$ cat config.mk
export PLATFORM = sky130hd
export DESIGN_NAME = sync_counter_16b_flat
export DESIGN_NICKNAME = d
export VERILOG_FILES = /design/src/rtl/sync_counter_16b_if.sv /design/src/rtl/sync_counter_16b.sv /design/src/flat_wrapper.sv
export SDC_FILE = /design/constraint.sdc
export NUM_CORES = 1
export LEC_CHECK = 0
export CAP_MARGIN = 20
export CELL_PAD_IN_SITES_DETAIL_PLACEMENT = 1
export CELL_PAD_IN_SITES_GLOBAL_PLACEMENT = 1
export CORE_MARGIN = 8
export CORE_UTILIZATION = 34
export DETAILED_ROUTE_END_ITERATION = 10
export PLACE_DENSITY_LB_ADDON = 0.1
export REMOVE_ABC_BUFFERS = 1
export SLEW_MARGIN = 20
export SYNTH_ARGS = -nofsm -noshare
export SYNTH_HDL_FRONTEND = slang
export SYNTH_SLANG_ARGS = --single-unit
$ cat constraint.sdc
create_clock -name CLK -period 6.2 [get_ports CLK]
set_input_delay 1.86 -clock CLK [delete_from_list [all_inputs] [get_ports CLK]]
set_output_delay 1.86 -clock CLK [all_outputs]
set_load 0.1 [all_outputs]
$ cat src/rtl/sync_counter_16b_if.sv
// Control and data bundle for the 16-bit cascaded counter.
// The master drives the enable, mode and load value; the slave drives the count and the carry chain.
interface sync_counter_16b_if;
  logic        ENB;
  logic [1:0]  MODO;
  logic [15:0] D;
  logic [15:0] Q;
  logic        w1;
  logic        w2;
  logic        w3;
  logic        RCO;

  modport master (
    output ENB, MODO, D,
    input  Q, w1, w2, w3, RCO
  );

  modport slave (
    input  ENB, MODO, D,
    output Q, w1, w2, w3, RCO
  );
endinterface

$ cat src/rtl/sync_counter_16b.sv
// 16-bit up/down-1/down-3/load counter built from four chained 4-bit slices.
// One-cycle latency; ENB=0 holds the count; the carry/borrow outputs describe the pending edge.
module sync_counter_16b (
  input  logic               CLK,
  input  logic               RESET,
  sync_counter_16b_if.slave  bus
);

  localparam logic [1:0] MODE_UP   = 2'b00;
  localparam logic [1:0] MODE_DN1  = 2'b01;
  localparam logic [1:0] MODE_DN3  = 2'b10;
  localparam logic [1:0] MODE_LOAD = 2'b11;

  logic [15:0] q_q;
  logic [15:0] q_d;
  logic [4:0]  chain;
  logic        count_en;
  logic        mode_up;

  // The carry chain only exists while a counting operation is pending.
  assign count_en = bus.ENB & ~RESET & (bus.MODO != MODE_LOAD);
  assign mode_up  = (bus.MODO == MODE_UP);
  assign chain[0] = count_en;

  for (genvar g = 0; g < 4; g++) begin : g_slice
    logic [3:0] nib;
    logic [3:0] step;
    logic [3:0] nib_next;
    logic       wrap;

    assign nib = q_q[4*g +: 4];

    // Only the lowest slice subtracts 3; upper slices just absorb a borrow of 1.
    assign step = ((g == 0) && (bus.MODO == MODE_DN3)) ? 4'd3 : 4'd1;

    assign wrap     = mode_up ? (nib == 4'hF) : (nib < step);
    assign nib_next = mode_up ? (nib + step) : (nib - step);

    assign chain[g+1] = chain[g] & wrap;

    assign q_d[4*g +: 4] = !bus.ENB                 ? nib :
                           (bus.MODO == MODE_LOAD)  ? bus.D[4*g +: 4] :
                           chain[g]                 ? nib_next :
                                                      nib;
  end

  always_ff @(posedge CLK) begin
    if (RESET) begin
      q_q <= 16'h0000;
    end else begin
      q_q <= q_d;
    end
  end

  assign bus.Q   = q_q;
  assign bus.w1  = chain[1];
  assign bus.w2  = chain[2];
  assign bus.w3  = chain[3];
  assign bus.RCO = chain[4];

endmodule

$ cat src/flat_wrapper.sv
// flat-port wrapper written by rule: the top's interface ports become plain ports
module sync_counter_16b_flat 
  (CLK, RESET, bus_ENB, bus_MODO, bus_D, bus_Q, bus_w1, bus_w2, bus_w3, bus_RCO);
  sync_counter_16b_if bus_i ();
  input  logic CLK;
  input  logic RESET;
  input wire logic [$bits(bus_i.ENB)-1:0] bus_ENB;
  input wire logic [$bits(bus_i.MODO)-1:0] bus_MODO;
  input wire logic [$bits(bus_i.D)-1:0] bus_D;
  output wire logic [$bits(bus_i.Q)-1:0] bus_Q;
  output wire logic [$bits(bus_i.w1)-1:0] bus_w1;
  output wire logic [$bits(bus_i.w2)-1:0] bus_w2;
  output wire logic [$bits(bus_i.w3)-1:0] bus_w3;
  output wire logic [$bits(bus_i.RCO)-1:0] bus_RCO;
  assign bus_i.ENB = bus_ENB;
  assign bus_i.MODO = bus_MODO;
  assign bus_i.D = bus_D;
  assign bus_Q = bus_i.Q;
  assign bus_w1 = bus_i.w1;
  assign bus_w2 = bus_i.w2;
  assign bus_w3 = bus_i.w3;
  assign bus_RCO = bus_i.RCO;
  sync_counter_16b u_core (.CLK(CLK), .RESET(RESET), .bus(bus_i));
endmodule
-- Word level (Yosys, flattened, before mapping)
Index checks and enable logic that the tools add are counted.
- bits in registers: 16
- output and inout bits: 20
- logic and storage cells: 56
- $add $sub $neg: 8
- magnitude comparators: 4
- equal/unequal tests: 7
- multiplexer cells: 17
- bitwise logic cells: 7
- reduce and logical (&&, ||, !) cells: 9
- operators with widths (kind ; number):
    4-bit 2-to-1 mux ; 12
    4-bit == test, second input constant ; 4
    4-bit by 1-bit adder with 4-bit output, second input constant ; 3
    4-bit by 1-bit less-than comparator with 1-bit output, second input constant ; 3
    4-bit by 1-bit subtractor with 4-bit output, second input constant ; 3
    2-bit AND reduction ; 4
    2-bit nonzero test ; 4
    1-bit AND ; 6
    4-bit adder ; 1
    2-bit == test, second input constant ; 2
    4-bit less-than comparator ; 1
    1-bit 2-to-1 mux ; 4
    4-bit subtractor ; 1
    2-bit zero test ; 1
    2-bit 2-to-1 mux ; 1
    2-bit != test, second input constant ; 1
    1-bit inverter ; 1

-- Logic depth before layout (Yosys ltp)
Gate-level depths: netlist of the first run.
- depth after elaboration: 9
- gate-level depth with buffers: 10

-- Worst setup path after synthesis of the first run
No wires, ideal clock.
- path kind: input to output
- start: input bus_MODO[0]
- end: output bus_RCO
- data arrival time: 8.061 ns
- required time: 4.340 ns
- slack: -3.721 ns
- stages on the path: 10
- path buffers: 3
- cell sequence: buf_6 -> clkbuf_1 -> clkbuf_1 -> nand2b_1 -> fa_1 -> nor3_1 -> nand4_1 -> a21oi_1 -> nor2b_1 -> nor2b_1
- word-level cells in the longest chain between the ends: 8
- ends and longest elaborated chain (item ; RTL line ; RTL):
    start, declared ; flat_wrapper.sv:8 ; input wire logic [$bits(bus_i.MODO)-1:0] bus_MODO;
    2-bit == test ; sync_counter_16b.sv:34 ; assign step = ((g == 0) && (bus.MODO == MODE_DN3)) ? 4'd3 : 4'd1;
    2-bit 2-to-1 mux ; sync_counter_16b.sv:34 ;
    4-bit less-than comparator ; sync_counter_16b.sv:36 ; assign wrap = mode_up ? (nib == 4'hF) : (nib < step);
    1-bit 2-to-1 mux ; sync_counter_16b.sv:36 ;
    1-bit AND ; sync_counter_16b.sv:39 ; assign chain[g+1] = chain[g] & wrap;
    1-bit AND (*) ; sync_counter_16b.sv:39 ;
    named net bus_w2 ; flat_wrapper.sv:12 ; output wire logic [$bits(bus_i.w2)-1:0] bus_w2;
    1-bit AND (*) ; sync_counter_16b.sv:39 ;
    named net bus_w3 ; flat_wrapper.sv:13 ; output wire logic [$bits(bus_i.w3)-1:0] bus_w3;
    1-bit AND (*) ; sync_counter_16b.sv:39 ;
    end, declared ; flat_wrapper.sv:14 ; output wire logic [$bits(bus_i.RCO)-1:0] bus_RCO;
The timed path passes the listed nets; every way through them passes the cells marked *.

-- Worst setup path after layout of the first run
- start: input bus_MODO[1]
- end: output bus_RCO
- word-level cells in the longest chain between the ends: 8
- ends and longest elaborated chain (item ; RTL line):
    2-bit == test ; sync_counter_16b.sv:34
    2-bit 2-to-1 mux ; sync_counter_16b.sv:34
    4-bit less-than comparator ; sync_counter_16b.sv:36
    1-bit 2-to-1 mux ; sync_counter_16b.sv:36
    1-bit AND (3 in series) ; sync_counter_16b.sv:39
    1-bit AND (*) ; sync_counter_16b.sv:39
Mark *: on every way between the ends. The rest lies on a longest branch, timed or not.

==> results of run 1 <==
synth_stat cells (4+ instances only):
| cell | count |
|---|---|
| sky130_fd_sc_hd__mux2i_1 | 5 |
| sky130_fd_sc_hd__nor3_1 | 9 |
| sky130_fd_sc_hd__o21ai_0 | 17 |
| sky130_fd_sc_hd__inv_1 | 12 |
| sky130_fd_sc_hd__a211oi_1 | 6 |
| sky130_fd_sc_hd__nor2_1 | 14 |
| sky130_fd_sc_hd__xor2_1 | 4 |
| sky130_fd_sc_hd__dfxtp_1 | 16 |
| sky130_fd_sc_hd__a21oi_1 | 13 |
| sky130_fd_sc_hd__ha_1 | 8 |
| sky130_fd_sc_hd__clkbuf_1 | 9 |
| sky130_fd_sc_hd__and3_1 | 5 |
| sky130_fd_sc_hd__a22oi_1 | 4 |
| sky130_fd_sc_hd__nand2_1 | 12 |
cell type report:
class	count	area (um2)
Fill cell	483	2040
Multi-Input combinational cell	148	1020
Timing Repair Buffer	51	523
Sequential cell	16	320
Tap cell	50	62.6
Inverter	12	45.0
Clock buffer	3	41.3
tightest hold or removal path, cell delays in order, from the launching register on:
cell and delay [ns]:
sky130_fd_sc_hd__dfxtp_1 0.35, sky130_fd_sc_hd__o21ai_0 0.09, sky130_fd_sc_hd__a21oi_1 0.07
what timing repair did:
item                                    in CTS  in global routing
hold buffers                                 0                  0
endpoints found under the setup margin       0                  1
gates resized for setup                      0                  1
layer usage:
| metal | GRT usage, % | share of wire, % |
|---|---|---|
| met1 | 17.4 | 43 |
| met2 | 27.1 | 50 |
| met3 | 4.86 | 5.7 |
| met4 | 4.11 | 1.1 |
| met5 | 0 | 0 |
path summary, 6_finish.rpt:
path / from / end / cells after the start
hold / removal: u_core.bus.Q[3] / u_core.bus.Q[3] / 2
setup reg to reg: u_core.bus.Q[0] / u_core.bus.Q[14] / 7
hold reg to reg: u_core.bus.Q[3] / u_core.bus.Q[3] / 2
setup / recovery: bus_MODO[1] / bus_RCO / 9
power groups by stage:
stage               Sequential (W)   Clock, W  Combinational [W]
floorplan                 0.000183          0          0.0000767
global placement          0.000126          0           0.000195
detailed placement        0.000127          0           0.000199
CTS                       0.000125  0.0000891           0.000200
global route              0.000127  0.0000935           0.000214
finish                    0.000125  0.0000862           0.000199
cell families (layout without fill, tap and decap cells):
kind of cell | Yosys count | in the layout | share of synthesized area [%]
compound gates | 64 | 64 | 30.7
simple gates | 64 | 64 | 23.2
xor+xnor | 4 | 4 | 2.41
mux | 6 | 6 | 4.22
buf+inv | 24 | 66 | 7.76
flops | 16 | 16 | 22.1
fa+ha+maj | 10 | 10 | 9.66
stage by stage:
stage,utilization [%],setup TNS (ns),hold WS [ns],instances
after global placement,48.5,0,0.516,277
after detailed placement,48.5,0,0.539,277
after floorplan,-,-4.91,0.955,176
final,49.6,0,0.547,280
after global routing,49.6,0,0.574,280
after CTS,49.6,0,0.552,280
==> implementation parameters, run 1 <==
Parameter                              Value

Global route
  Maximum number of pins on one net before global-route repair    22
  Initial antenna violation count    0
  Vias in the first global route    1617
  First-pass GRT wire length    7980 um
  GRT Total Usage    15.4%
  Aggregate global routing overflow    0

Routing
  Detailed-route vias per instance    5.60
  Number of detailed-route iterations in the first pass    4
  Detailed router's first-iteration violation count    71
  Wire length per cell after detailed routing    17.6 um
  DRC violations left    0
  Post-Route WL    4920 um
  Via count    1568
  Detail Route Antenna Nets    0

Clock tree
  Clock Latency Late Sink    0.26 ns
  TritonCTS clock tree    built
  Maximum buffer depth of the clock tree    2
  Clock H-tree levels    1
  TritonCTS buffer count    3
  Clk sinks    16
  Clock tree root buffer cell    sky130_fd_sc_hd__clkbuf_8
  Buffer count from post-CTS setup fixing    0
  Clock-pin transition on the worst setup and hold timing paths    0.07 ns

Flow run
  Max-cap violations    0

Layout
  Antenna diode instance count    0
  Most common library cell in the layout ignoring fill and taps    sky130_fd_sc_hd__clkdlybuf4s50_1
  Highest-count cells in the layout ignoring fill and taps    sky130_fd_sc_hd__clkdlybuf4s50_1 (36), sky130_fd_sc_hd__o21ai_0 (17), sky130_fd_sc_hd__dfxtp_1 (16)
  Layout area overhead    38.7%
  Fraction of layout instances using a drive strength above 1    12.2%
  Max FFs per register    16
  Total non-filler cell area in the finished layout    0.00201 mm2
  Net total in the final layout    263

Logic synthesis
  Distinct cell type count of the synthesized netlist    49
  Number of synthesized flops with an enable pin    0
  Largest area contributor in the netlist    sky130_fd_sc_hd__dfxtp_1
  Ys Warns    0
  Sequential cell area fraction in the yosys report    22.1%
  Top cells by area, synth    sky130_fd_sc_hd__dfxtp_1 (22%), sky130_fd_sc_hd__ha_1 (6.9%), sky130_fd_sc_hd__o21ai_0 (5.9%)
  Share of Yosys cell area claimed by the top area cell type    22.1%
  FF+latch count, synth    16
  Number of instances in the synthesized netlist    188
  Avg Cell Area, Syn    7.72 um2
  Netlist area before placement    0.00145 mm2
  Main synth FF type    sky130_fd_sc_hd__dfxtp_1
  Post-synth ARST share    0%

Floorplanning
  Width of the die    81.3 um
  IO Count    41
  Number of standard-cell rows in the floorplan    23
  Effective utilization at floorplan    35.8%
  Placeable Area    0.00406 mm2
  DIE AREA    0.00662 mm2
  Die Y    81.3 um

Timing
  Count of final setup violators    0
  Slew of the pin with the lowest slew margin    0.991 ns
  Number of max-slew violations in the final report    0
  Final critical-path share of the clock period    96.5%
  Clock period minus worst slack    5.99 ns
  Post-layout worst setup margin    0.214 ns
  Achievable frequency    167 MHz
  Headroom to the max-slew limit    33.7%
  Setup repair after global routing missed its margin    false
  Final hold vios    0
  Worst-case clock skew    0.00818 ns

Power
  Leakage power summed over all cells    0.801 nW
  Peak VDD IR    0.107 mV
  Internal power    0.000225 W
  Total power    0.000410 W
  Switching portion of total power    45.1%
  Portion of total power attributed to the clock network    21.0%
  Pwr/cell area    204 mW/mm2
  Net switching power    0.000185 W
  Combinational share of power    48.4%
  Relative contribution of sequential cells to total power    30.5%

Setup path
  Class of the most critical setup path    input port to output pin
  CP max stage cell    sky130_fd_sc_hd__clkdlybuf4s50_1
  Nature of the critical path endpoint    output pin
  CP max stage delay    0.55 ns
  Arrival time at the worst endpoint    4.13 ns
  FF-to-FF setup slack    3.93 ns
  Ordered cell list for the critical path    clkdlybuf4s50_1 > nand2b_1 > fa_1 > nor3_1 > nand4_1 > a21oi_1 > nor2b_1 > nor2b_2 > buf_12
  CP Data Required Time    4.34 ns
  Top fanout value on the critical path    5
  Cell family contributing the most delay on the critical path    simple AND/OR/NAND/NOR gates
  Critical Path Start Type    input port
  Crit path buf inv count    2

Run status
  Result of the run    completed

Hold path
  Min-delay worst type    register to register

Place
  Area of placed instances    0.00197 mm2
  Final HPWL from detailed placement    3860 um
  Minimum setup slack after placement    0.135 ns
  Port Buffer Count    40
  Final estimated routing congestion in global placement    0.839
Note: power is estimated with default switching activity, not from simulation.
==> run 2: changes to the inputs <==
--- a/config.mk
+++ b/config.mk
@@ -8,11 +8,12 @@
 export CAP_MARGIN = 20
 export CELL_PAD_IN_SITES_DETAIL_PLACEMENT = 1
 export CELL_PAD_IN_SITES_GLOBAL_PLACEMENT = 1
-export CORE_MARGIN = 8
+export CORE_MARGIN = 5
 export CORE_UTILIZATION = 34
 export DETAILED_ROUTE_END_ITERATION = 10
 export PLACE_DENSITY_LB_ADDON = 0.1
 export REMOVE_ABC_BUFFERS = 1
+export SKIP_CTS_REPAIR_TIMING = 1
 export SLEW_MARGIN = 20
 export SYNTH_ARGS = -nofsm -noshare
 export SYNTH_HDL_FRONTEND = slang
==> implementation parameters, run 2 (synthesis gave the netlist of run 1 again) <==
Parameter                              Value

Global route
  Aggregate global routing overflow    0 (unchanged)
  First-pass GRT wire length    8060 um (was 7980 um)
  Maximum number of pins on one net before global-route repair    22 (unchanged)
  Initial antenna violation count    0 (unchanged)
  Vias in the first global route    1726 (was 1617)
  GRT Total Usage    18.4% (was 15.4%)

Clock tree
  Clock-pin transition on the worst setup and hold timing paths    0.07 ns (about the same)
  Maximum buffer depth of the clock tree    2 (unchanged)
  Clock tree root buffer cell    sky130_fd_sc_hd__clkbuf_8 (unchanged)
  Clock Latency Late Sink    0.26 ns (about the same)
  TritonCTS clock tree    built (unchanged)
  Clk sinks    16 (unchanged)
  TritonCTS buffer count    3 (unchanged)
  Clock H-tree levels    1 (unchanged)

Layout
  Register area    320 um2 (unchanged)
  Fraction of layout instances using a drive strength above 1    12.2% (unchanged)
  Max FFs per register    16 (unchanged)
  Antenna diode instance count    0 (unchanged)
  Net total in the final layout    263 (unchanged)
  Highest-count cells in the layout ignoring fill and taps    sky130_fd_sc_hd__clkdlybuf4s50_1 (36), sky130_fd_sc_hd__o21ai_0 (17), sky130_fd_sc_hd__dfxtp_1 (16) (unchanged)
  Number of filler cells placed in the layout    508 (was 483)
  Area of the multi-input gates    0.00102 mm2 (unchanged)
  Most common library cell in the layout ignoring fill and taps    sky130_fd_sc_hd__clkdlybuf4s50_1 (unchanged)
  Layout area overhead    38.7% (unchanged)

Routing
  Via count    1599 (was 1568)
  Wire length per cell after detailed routing    17.4 um (was 17.6 um)
  DRC violations left    0 (unchanged)
  Detailed-route vias per instance    5.71 (was 5.60)
  Post-Route WL    4870 um (was 4920 um)
  Number of detailed-route iterations in the first pass    4 (unchanged)
  Detailed router's first-iteration violation count    90 (was 71)
  Detail Route Antenna Nets    0 (unchanged)

Place
  Port Buffer Count    40 (unchanged)
  Final HPWL from detailed placement    3750 um (was 3860 um)
  Final estimated routing congestion in global placement    0.818 (was 0.839)

Power
  Portion of total power attributed to the clock network    21.2% (was 21.0%)
  Internal power    0.000225 W (about the same)
  Leakage power summed over all cells    0.801 nW (unchanged)
  Combinational share of power    48.4% (about the same)
  Pwr/cell area    205 mW/mm2 (was 204 mW/mm2)
  Switching portion of total power    45.3% (was 45.1%)
  Relative contribution of sequential cells to total power    30.4% (was 30.5%)
  Peak VDD IR    0.0833 mV (was 0.107 mV)
  Total power    0.000412 W (was 0.000410 W)
  Net switching power    0.000187 W (was 0.000185 W)

Setup path
  Class of the most critical setup path    input port to output pin (unchanged)
  CP max stage delay    0.55 ns (about the same)
  CP max stage cell    sky130_fd_sc_hd__clkdlybuf4s50_1 (unchanged)
  Nature of the critical path endpoint    output pin (unchanged)
  CP Data Required Time    4.34 ns (about the same)
  Top fanout value on the critical path    5 (unchanged)
  Ordered cell list for the critical path    clkdlybuf4s50_1 > nand2b_1 > fa_1 > nor3_1 > nand4_1 > a21oi_1 > nor2b_1 > nor2b_2 > buf_12 (unchanged)
  Critical Path Start Type    input port (unchanged)
  Arrival time at the worst endpoint    4.18 ns (was 4.13 ns)

Floorplanning
  Width of the die    75.3 um (was 81.3 um)
  IO Count    41 (unchanged)
  Effective utilization at floorplan    35.8% (unchanged)
  Placeable Area    0.00406 mm2 (unchanged)
  Die Y    75.3 um (was 81.3 um)
  Number of standard-cell rows in the floorplan    23 (unchanged)
  DIE AREA    0.00568 mm2 (was 0.00662 mm2)

Timing
  Count of final setup violators    0 (unchanged)
  Setup repair after global routing missed its margin    false (unchanged)
  Headroom to the max-slew limit    34.2% (was 33.7%)
  Number of max-slew violations in the final report    0 (unchanged)
  Clock period minus worst slack    6.04 ns (was 5.99 ns)
  Achievable frequency    166 MHz (was 167 MHz)
  Slew of the pin with the lowest slew margin    0.984 ns (was 0.991 ns)
  Worst-case clock skew    0.00220 ns (was 0.00818 ns)
  Total Negative Setup Slacks    0 ns (unchanged)
  Final critical-path share of the clock period    97.4% (was 96.5%)
  Final hold vios    0 (unchanged)

Flow run
  Max-cap violations    0 (unchanged)

Hold path
  Min-delay worst type    register to register (unchanged)

Run status
  Result of the run    completed (unchanged)
==> run 2: cell counts in the layout (fill, tap and decap cells not counted) <==
No cell type changed its count.
==> run 2: routing by layer <==
layer,part of all wire [%],global-route usage (%),wire length (um)
met2,49,31.3,2390
met4,1.6,7.77,80
met3,5.8,3.03,282
met5,0,0,0
met1,43,23.1,2110
==> run 2: through the flow <==
stage / hold slack, ns / instances / setup slack [ns] / cell area [um2] / util [%]
2_1_floorplan: 0.955 / 176 / -3.12 / 1380 / -
3_3_place_gp: 0.516 / 277 / 0.224 / 1970 / 48.5
3_5_place_dp: 0.535 / 277 / 0.115 / 1970 / 48.5
4_1_cts: 0.548 / 280 / 0.109 / 2010 / 49.6
5_1_grt: 0.590 / 280 / 0.0322 / 2010 / 49.6
6_report: 0.542 / 280 / 0.160 / 2010 / 49.6
==> run 2: area by class of cell <==
type / count / area share [%]
tap: 50 / 3.11
sequential: 16 / 15.9
inverter: 12 / 2.24
multi-input combinational: 148 / 50.7
clock buffer: 3 / 2.05
timing repair buffer: 51 / 26.0
==> run 2: worst max-delay path, delay by kind of cell <==
kind / cells / cell delay, ns
adders and majority gates: 1 / 0.41
AOI/OAI and AO/OA: 1 / 0.20
buffers and inverters: 2 / 0.74
and+or+nand+nor: 5 / 0.97
==> run 2: final timing paths <==
kind | slack [ns] | to | startpoint | cells past startpoint
max | 0.16 | bus_RCO | bus_MODO[1] | 9
min | 0.54 | u_core.bus.Q[6] | u_core.bus.Q[6] | 2
max reg2reg | 3.90 | u_core.bus.Q[14] | u_core.bus.Q[0] | 7
min reg2reg | 0.54 | u_core.bus.Q[6] | u_core.bus.Q[6] | 2
==> run 2: power groups by stage <==
stage               Clock (W)  Sequential [W]  Combinational (W)
floorplan                   0        0.000183          0.0000767
global placement            0        0.000127           0.000194
global route        0.0000927        0.000127           0.000213
detailed placement          0        0.000127           0.000199
CTS                 0.0000905        0.000125           0.000200
finish              0.0000874        0.000125           0.000199
